$ cat src/rtl/mips_multicycle_ctrl.sv
`default_nettype none
// ============================================================================
//  Module      : mips_multicycle_ctrl
//  Description : Multi-cycle MIPS control FSM. Sequences fetch, decode,
//                execute, memory and writeback around the instruction
//                decoder. Drives every datapath mux/enable strobe,
//                handshakes with memory, flags illegal instructions and
//                memory timeouts, and counts retired instructions.
//  Ports       : clk, reset_n (async, active low)
//                op_in/func_in   decoded opcode / R-type func
//                zero_in         ALU zero flag
//                mem_ready_in    memory completes current access this cycle
//                pc_write..alu_ctrl  datapath strobes (combinational)
//                state_out       current state code
//                err_out/err_code sticky error flag and cause
//                retire_count    retired instructions, wraps
//  Revision    : 1.0 - initial release
// ============================================================================
module mips_multicycle_ctrl #(
    parameter int DECODE_WAIT = 1,
    parameter int MEM_TIMEOUT = 16,
    parameter int CNT_W       = 32
) (
    input  logic             clk,
    input  logic             reset_n,
    input  logic [5:0]       op_in,
    input  logic [5:0]       func_in,
    input  logic             zero_in,
    input  logic             mem_ready_in,
    output logic             pc_write,
    output logic [1:0]       pc_source,
    output logic             ir_write,
    output logic             iord,
    output logic             mem_read,
    output logic             mem_write,
    output logic             reg_write,
    output logic             reg_dst,
    output logic             mem_to_reg,
    output logic             alu_src_a,
    output logic [1:0]       alu_src_b,
    output logic             ext_zero,
    output logic [3:0]       alu_ctrl,
    output logic [2:0]       state_out,
    output logic             err_out,
    output logic [1:0]       err_code,
    output logic [CNT_W-1:0] retire_count
);

    // State encoding
    localparam logic [2:0] ST_INIT   = 3'd0;
    localparam logic [2:0] ST_FETCH  = 3'd1;
    localparam logic [2:0] ST_DECODE = 3'd2;
    localparam logic [2:0] ST_EXEC   = 3'd3;
    localparam logic [2:0] ST_MEM    = 3'd4;
    localparam logic [2:0] ST_WB     = 3'd5;
    localparam logic [2:0] ST_ERROR  = 3'd7;

    // Opcodes
    localparam logic [5:0] OP_R    = 6'h00;
    localparam logic [5:0] OP_J    = 6'h02;
    localparam logic [5:0] OP_BEQ  = 6'h04;
    localparam logic [5:0] OP_BNE  = 6'h05;
    localparam logic [5:0] OP_ADDI = 6'h08;
    localparam logic [5:0] OP_ANDI = 6'h0C;
    localparam logic [5:0] OP_ORI  = 6'h0D;
    localparam logic [5:0] OP_LW   = 6'h23;
    localparam logic [5:0] OP_SW   = 6'h2B;

    // R-type func codes
    localparam logic [5:0] FN_ADD = 6'h20;
    localparam logic [5:0] FN_SUB = 6'h22;
    localparam logic [5:0] FN_AND = 6'h24;
    localparam logic [5:0] FN_OR  = 6'h25;
    localparam logic [5:0] FN_SLT = 6'h2A;

    // ALU operations
    localparam logic [3:0] ALU_AND = 4'b0000;
    localparam logic [3:0] ALU_OR  = 4'b0001;
    localparam logic [3:0] ALU_ADD = 4'b0010;
    localparam logic [3:0] ALU_SUB = 4'b0110;
    localparam logic [3:0] ALU_SLT = 4'b0111;

    // Error causes
    localparam logic [1:0] ERR_ILLEGAL = 2'b01;
    localparam logic [1:0] ERR_TIMEOUT = 2'b10;

    // Counter widths sized so the last legal value fits
    localparam int DEC_W  = (DECODE_WAIT > 1) ? $clog2(DECODE_WAIT) : 1;
    localparam int WAIT_W = (MEM_TIMEOUT > 1) ? $clog2(MEM_TIMEOUT) : 1;
    localparam logic [DEC_W-1:0]  DEC_LAST  = DEC_W'(DECODE_WAIT - 1);
    localparam logic [WAIT_W-1:0] WAIT_LAST = WAIT_W'(MEM_TIMEOUT - 1);

    logic [2:0]        state_q,  state_d;
    logic [DEC_W-1:0]  dec_q,    dec_d;
    logic [WAIT_W-1:0] wait_q,   wait_d;
    logic              err_q,    err_d;
    logic [1:0]        code_q,   code_d;
    logic [CNT_W-1:0]  retire_q, retire_d;

    logic       w_retire;
    logic       w_dec_last;
    logic       w_func_legal;
    logic       w_op_legal;
    logic [3:0] w_r_alu;

    assign w_dec_last = (dec_q == DEC_LAST);

    // Instruction classification
    always_comb begin
        w_func_legal = 1'b1;
        w_r_alu      = ALU_ADD;
        case (func_in)
            FN_ADD:  w_r_alu = ALU_ADD;
            FN_SUB:  w_r_alu = ALU_SUB;
            FN_AND:  w_r_alu = ALU_AND;
            FN_OR:   w_r_alu = ALU_OR;
            FN_SLT:  w_r_alu = ALU_SLT;
            default: w_func_legal = 1'b0;
        endcase
    end

    always_comb begin
        w_op_legal = 1'b1;
        case (op_in)
            OP_R:                          w_op_legal = w_func_legal;
            OP_J, OP_BEQ, OP_BNE, OP_ADDI,
            OP_ANDI, OP_ORI, OP_LW, OP_SW: w_op_legal = 1'b1;
            default:                       w_op_legal = 1'b0;
        endcase
    end

    // State register
    always_ff @(posedge clk or negedge reset_n) begin
        if (!reset_n) begin
            state_q  <= ST_INIT;
            dec_q    <= '0;
            wait_q   <= '0;
            err_q    <= 1'b0;
            code_q   <= 2'b00;
            retire_q <= '0;
        end else begin
            state_q  <= state_d;
            dec_q    <= dec_d;
            wait_q   <= wait_d;
            err_q    <= err_d;
            code_q   <= code_d;
            retire_q <= retire_d;
        end
    end

    // Next-state logic
    always_comb begin
        state_d  = state_q;
        dec_d    = '0;
        wait_d   = wait_q;
        err_d    = err_q;
        code_d   = code_q;
        w_retire = 1'b0;

        case (state_q)
            ST_INIT: state_d = ST_FETCH;

            ST_FETCH: begin
                // A ready on the limit cycle completes normally
                if (mem_ready_in) begin
                    state_d = ST_DECODE;
                end else if (wait_q == WAIT_LAST) begin
                    state_d = ST_ERROR;
                    err_d   = 1'b1;
                    code_d  = ERR_TIMEOUT;
                end else begin
                    wait_d = wait_q + WAIT_W'(1);
                end
            end

            ST_DECODE: begin
                if (!w_dec_last) begin
                    dec_d = dec_q + DEC_W'(1);
                end else if (!w_op_legal) begin
                    state_d = ST_ERROR;
                    err_d   = 1'b1;
                    code_d  = ERR_ILLEGAL;
                end else if (op_in == OP_J) begin
                    state_d  = ST_FETCH;
                    w_retire = 1'b1;
                end else begin
                    state_d = ST_EXEC;
                end
            end

            ST_EXEC: begin
                if (op_in == OP_BEQ || op_in == OP_BNE) begin
                    state_d  = ST_FETCH;
                    w_retire = 1'b1;
                end else if (op_in == OP_LW || op_in == OP_SW) begin
                    state_d = ST_MEM;
                end else begin
                    state_d = ST_WB;
                end
            end

            ST_MEM: begin
                if (mem_ready_in) begin
                    if (op_in == OP_LW) begin
                        state_d = ST_WB;
                    end else begin
                        state_d  = ST_FETCH;
                        w_retire = 1'b1;
                    end
                end else if (wait_q == WAIT_LAST) begin
                    state_d = ST_ERROR;
                    err_d   = 1'b1;
                    code_d  = ERR_TIMEOUT;
                end else begin
                    wait_d = wait_q + WAIT_W'(1);
                end
            end

            ST_WB: begin
                state_d  = ST_FETCH;
                w_retire = 1'b1;
            end

            ST_ERROR: state_d = ST_ERROR;

            default: state_d = ST_INIT;
        endcase

        // Every state change restarts the memory wait count, so FETCH and
        // MEM always begin counting from zero.
        if (state_d != state_q) begin
            wait_d = '0;
        end

        retire_d = w_retire ? retire_q + CNT_W'(1) : retire_q;
    end

    // Output logic
    always_comb begin
        pc_write   = 1'b0;
        pc_source  = 2'b00;
        ir_write   = 1'b0;
        iord       = 1'b0;
        mem_read   = 1'b0;
        mem_write  = 1'b0;
        reg_write  = 1'b0;
        reg_dst    = 1'b0;
        mem_to_reg = 1'b0;
        alu_src_a  = 1'b0;
        alu_src_b  = 2'b00;
        ext_zero   = 1'b0;
        alu_ctrl   = 4'b0000;

        case (state_q)
            ST_FETCH: begin
                mem_read  = 1'b1;
                alu_src_b = 2'b01;
                alu_ctrl  = ALU_ADD;
                if (mem_ready_in) begin
                    ir_write = 1'b1;
                    pc_write = 1'b1;
                end
            end

            ST_DECODE: begin
                // Branch target is computed speculatively into ALUOut
                alu_src_b = 2'b11;
                alu_ctrl  = ALU_ADD;
                if (w_dec_last && op_in == OP_J) begin
                    pc_write  = 1'b1;
                    pc_source = 2'b10;
                end
            end

            ST_EXEC: begin
                alu_src_a = 1'b1;
                case (op_in)
                    OP_R: begin
                        alu_ctrl = w_r_alu;
                    end
                    OP_LW, OP_SW, OP_ADDI: begin
                        alu_src_b = 2'b10;
                        alu_ctrl  = ALU_ADD;
                    end
                    OP_ANDI, OP_ORI: begin
                        alu_src_b = 2'b10;
                        ext_zero  = 1'b1;
                        alu_ctrl  = (op_in == OP_ANDI) ? ALU_AND : ALU_OR;
                    end
                    OP_BEQ, OP_BNE: begin
                        alu_ctrl  = ALU_SUB;
                        pc_source = 2'b01;
                        pc_write  = (op_in == OP_BEQ) ? zero_in : !zero_in;
                    end
                    default: alu_src_a = 1'b0;
                endcase
            end

            ST_MEM: begin
                iord      = 1'b1;
                mem_read  = (op_in == OP_LW);
                mem_write = (op_in == OP_SW);
            end

            ST_WB: begin
                reg_write  = 1'b1;
                reg_dst    = (op_in == OP_R);
                mem_to_reg = (op_in == OP_LW);
            end

            default: ;
        endcase
    end

    assign state_out    = state_q;
    assign err_out      = err_q;
    assign err_code     = code_q;
    assign retire_count = retire_q;

endmodule
`default_nettype wire
$ cat config.mk
export PLATFORM = sky130hd
export DESIGN_NAME = mips_multicycle_ctrl
export DESIGN_NICKNAME = d
export VERILOG_FILES = /design/src/rtl/mips_multicycle_ctrl.sv
export SDC_FILE = /design/constraint.sdc
export NUM_CORES = 1
export LEC_CHECK = 0
export ABC_AREA = 0
export CORE_MARGIN = 2
export CORE_UTILIZATION = 51
export DETAILED_ROUTE_END_ITERATION = 10
export GPL_TIMING_DRIVEN = 0
export MAX_ROUTING_LAYER = met4
export PLACE_DENSITY_LB_ADDON = 0.08
export SYNTH_ARGS = -nofsm -noshare
export SYNTH_HDL_FRONTEND = slang
export SYNTH_SLANG_ARGS = --single-unit
$ cat constraint.sdc
create_clock -name clk -period 4.1 [get_ports clk]
set_clock_uncertainty 0.2 [all_clocks]
set_input_delay 0.82 -clock clk [delete_from_list [all_inputs] [get_ports clk]]
set_output_delay 0.82 -clock clk [all_outputs]
set_load 0.05 [all_outputs]
* After elaboration in Yosys (flattened, before gate mapping)
Index checks and enable logic that the tools add are counted.
** Operators by class
- Add/sub/neg operators :: 3
- Equal/unequal tests :: 27
- Multiplexer cells :: 60
- Bitwise logic cells :: 1
- Reductions and logical operators :: 20
** Operator list (count)
- equality test 6 bit (second input constant) :: 7
- adder 32 x 1 -> 32 bit (second input constant) :: 1
- 2-to-1 mux 1 bit :: 30
- 2-to-1 mux 3 bit :: 7
- equality test 6 x 4 -> 1 bit (second input constant) :: 3
- one-hot mux 3 bit (6 select lines) :: 1
- 2-to-1 mux 4 bit :: 4
- one-hot mux 4 bit (4 select lines) :: 1
- OR reduction 8 bit :: 2
- 2-to-1 mux 2 bit :: 7
- equality test 6 x 3 -> 1 bit (second input constant) :: 2
- one-hot mux 3 bit (4 select lines) :: 1
- OR reduction 2 bit :: 5
- OR reduction 5 bit :: 2
- equality test 3 bit (second input constant) :: 3
- one-hot mux 2 bit (2 select lines) :: 2
- one-hot mux 4 bit (2 select lines) :: 1
- equality test 3 x 2 -> 1 bit (second input constant) :: 2
- equality test 6 x 2 -> 1 bit (second input constant) :: 1
- logical NOT 6 bit :: 1
- inequality test 2 x 1 -> 1 bit (second input constant) :: 3
- inequality test 2 bit (second input constant) :: 3
- one-hot mux 1 bit (2 select lines) :: 3
- one-hot mux 2 bit (3 select lines) :: 1
- other kinds (16) :: 18
** Storage, ports and cells
- Register bits :: 43
- Bits of input ports :: 16
- Output and inout bits :: 56
- Word-level logic and storage cells :: 117

* Depth between registers and ports, before layout
- Depth after elaboration :: 10
- Mapped depth :: 7
- Gate-level depth less buffers :: 6

* Worst setup path before layout
OpenSTA, ideal clock, no wires.
- Path kind :: input to output
- Start :: input port op_in[2]
- End :: output port reg_dst
- Arrival time :: 2898 ps
- Data required time :: 3080 ps
- Setup slack :: 182 ps
- Stages :: 4
- Path buffers :: 1
- Cells stage by stage :: buf_2 -> or4_4 -> or3_1 -> nor3_1
** On the way
- Cells in the longest elaborated chain, start to end :: 2
** RTL lines
- from (decl) :: line 26 : input logic [5:0] op_in,
- logical NOT 6 bit :: line 307 : reg_dst = (op_in == OP_R);
- 2-to-1 mux 1 bit :: line 254 : case (state_q)
- to (decl) :: line 37 : output logic reg_dst,
Every way passes these cells.

* Final worst setup path
- Start :: input port op_in[5]
- End :: output port alu_ctrl[0]
** On the way
- Cells in the longest elaborated chain, start to end :: 4
** RTL lines
- equality test 6 bit (tied with other cells) :: line 277 : case (op_in)
- OR reduction 3 bit (tied with other cells)
- one-hot mux 4 bit (4 select lines) (*) :: line 277
- one-hot mux 4 bit (2 select lines) (*) :: line 254
- to (decl) :: line 42 : output logic [3:0] alu_ctrl,
Every way passes the cells marked *; elsewhere a longest branch is shown, timed or not.

==> flow_summary.json <==
{
  "first_global_vias": 2106,
  "seq_area_frac_synth": 0.421,
  "worst_slew_pin_slew_ns": 0.617,
  "powerDensity_nw_per_um2": 507,
  "final_layout_size_suffix_gt1_frac": 0.0920,
  "place_congestion": 0.832,
  "hp-class": "in2async",
  "die_h_um": 74.0,
  "synth_nets": 281,
  "dpl-instance-area_um2": 3270,
  "port_buffers": 67,
  "antenna_cells": 0,
  "worstPathMaxFanout": 6,
  "p_leak_nw": 1.39,
  "syn_area_um2": 2500,
  "final_cell_area_um2": 3360,
  "critPathCaptureType": "output port",
  "std_cell_rows": 25,
  "vias": 2268,
  "antenna_found_initial": 0,
  "utilization": 0.711,
  "reg2reg_slack_ns": 1.55,
  "slew_headroom": 0.588,
  "synth-edff-count": 0,
  "cts_inserted_buffers": 5,
  "synth_top_area_cell": "dfrtp_1",
  "synth_flop_cell": "dfrtp_1",
  "via_per_inst": 5.61,
  "cts-root-buf": "clkbuf_8",
  "wl_mm": 5.89,
  "crit_path_start": "op_in[5]",
  "yosysMostFrequentCell": "dfrtp_1",
  "synthTopCellsByArea": "dfrtp_1, xnor2_1, nand3_1",
  "core_region_area_um2": 4720,
  "synth_top_cell_area_share": 0.421,
  "rsz0062_at_grt": "no",
  "cp-endpoint": "alu_ctrl[0]",
  "cts_setup_buffers": 0,
  "start_kind": "input port",
  "grt_overflow": 0,
  "num_io_pins": 72,
  "clk_pin_slew_ns": 0.07,
  "start_util": 0.528,
  "clkLatencyLatePin_ns": 0.29,
  "rr_startpoint": "state_out[1]",
  "first_pass_iters": 4,
  "power_mw": 1.70,
  "fin_tns_setup_ns": 0,
  "cts-htree-levels": 2,
  "wl_per_cell_um": 14.6,
  "cp.arrival_ns": 3.00,
  "period_share": 0.979,
  "pre_cts_ws_ns": -0.344,
  "cap_viol_max_count": 0,
  "grt_pass1_wl_mm": 9.69,
  "track_usage": 0.238,
  "fillers": 382,
  "cts_tree": "yes",
  "maxClockFrequency_mhz": 249,
  "min_period_ns": 4.02,
  "synth-seq-cells": 42,
  "synth.distinct_cells": 49,
  "final-max-slew-violation-count": 0,
  "synthArstFlopShare": 1.00,
  "ir_worst_vdd_mv": 0.324,
  "die_w_um": 74.0,
  "ant_nets": 0,
  "synth_cells": 262,
  "areaGrowthSynthToFinish_pct": 34.5,
  "first_iter_violations": 142,
  "reg2regPathDepth": 7,
  "ys_warn_count": 0,
  "setup_ws_ns": 0.0848,
  "worstSetupPathType": "in2out",
  "cp.required_ns": 3.08,
  "status": "complete, no violations",
  "clockBufferDepth": 2,
  "synth_common_cells": "dfrtp_1, xnor2_1, nand2_1, nand3_1, nor2_1",
  "setup_violations": 0,
  "dp_hpwl_mm": 4.32,
  "cts_sinks": 42,
  "postSynthAreaPerCell_um2": 9.53,
  "rr_endpoint": "retire_count[25]",
  "grt_max_degree": 42,
  "nets": 356,
  "hold_viol": 0,
  "dieArea_um2": 5470,
  "drcViolationCount": 0
}
worst min-delay path by stage:
stage                                   to             start  depth (start not counted)  slack (ns)
after CTS                  retire_count[0]           reset_n                          1        0.11
after detailed placement           err_out           err_out                          1        0.26
after global routing       retire_count[0]           reset_n                          1        0.10
after floorplan                err_code[0]           reset_n                          0        0.32
after global placement    retire_count[31]  retire_count[31]                          1        0.26
final                      retire_count[0]           reset_n                          1        0.12
cells by family (layout without fill, tap and decap cells):
family,Yosys count,in the layout,share of synthesized area
xor gates and xnor gates,36,36,0.126
muxes,3,3,0.0130
AOI/OAI and AO/OA,34,34,0.0957
adders and majority gates,3,3,0.0150
and+or+nand+nor,126,126,0.291
other,1,1,0.00150
DFF,42,42,0.421
buffers and inverters,17,92,0.0366
area by class of cell:
type | count | area (um2) | share of cell area
flip-flops and latches | 42 | 1050 | 0.313
repair buffers | 68 | 666 | 0.198
multi-input cells | 203 | 1350 | 0.403
inverters | 5 | 18.8 | 0.00559
clock inverters | 1 | 30.0 | 0.00894
clock buffers | 6 | 82.6 | 0.0246
plain buffers | 12 | 72.6 | 0.0216
well taps | 67 | 83.8 | 0.0250
sequential cells by signal, summed over array words and instances (netlist names):
register      flops
retire_count     32
err_code          2
wait_q            4
err_out           1
state_out         3
cells in the final DEF (no fill, tap or decap), types with 4 or more instances in the layout:
cell,count
nand4_1,15
nor2_1,18
clkbuf_8,6
clkdlybuf4s50_1,58
xnor2_1,33
nor2b_1,4
and4_1,5
dlygate4sd2_1,4
buf_2,6
and2_1,4
a31oi_1,5
and3_1,11
nand2b_1,7
nand3_1,20
nand2_1,20
buf_4,4
a21oi_1,9
nor3b_1,4
dfrtp_1,42
a21o_1,4
nor3_1,4
o21ai_0,5
inv_1,5
worst max-delay path, cell delays in order:
cell and delay (ns):
clkdlybuf4s50_1 0.51, or4_4 0.54, or3_1 0.39, a21o_1 0.22, a21oi_1 0.13, clkdlybuf4s18_2 0.38
layer usage:
layer	vias to the layer above	GRT usage	share of wire
met5	-	-	0
met4	0	0.0949	0.0085
met2	65	0.352	0.48
met1	1110	0.324	0.46
li1	1089	-	-
met3	4	0.0434	0.052
power breakdown:
group	internal [mW]	switching (mW)
Sequential	0.467	0.0532
Clock	0.195	0.132
Combinational	0.277	0.580
Total	0.939	0.765
through the flow:
stage          cells  hold WS, ns
2_1_floorplan    262        0.324
3_3_place_gp     396        0.261
3_5_place_dp     397        0.265
4_1_cts          404        0.109
5_1_grt          404        0.103
6_report         404        0.119
what timing repair did:
item | CTS | global route
endpoints found under the setup margin | 8 | 4
endpoints found under the hold margin | 0 | 0
cloned | 0 | 0
gates resized for setup | 13 | 6
hold buffers | 0 | 0
Note: power is estimated with default switching activity, not from simulation.
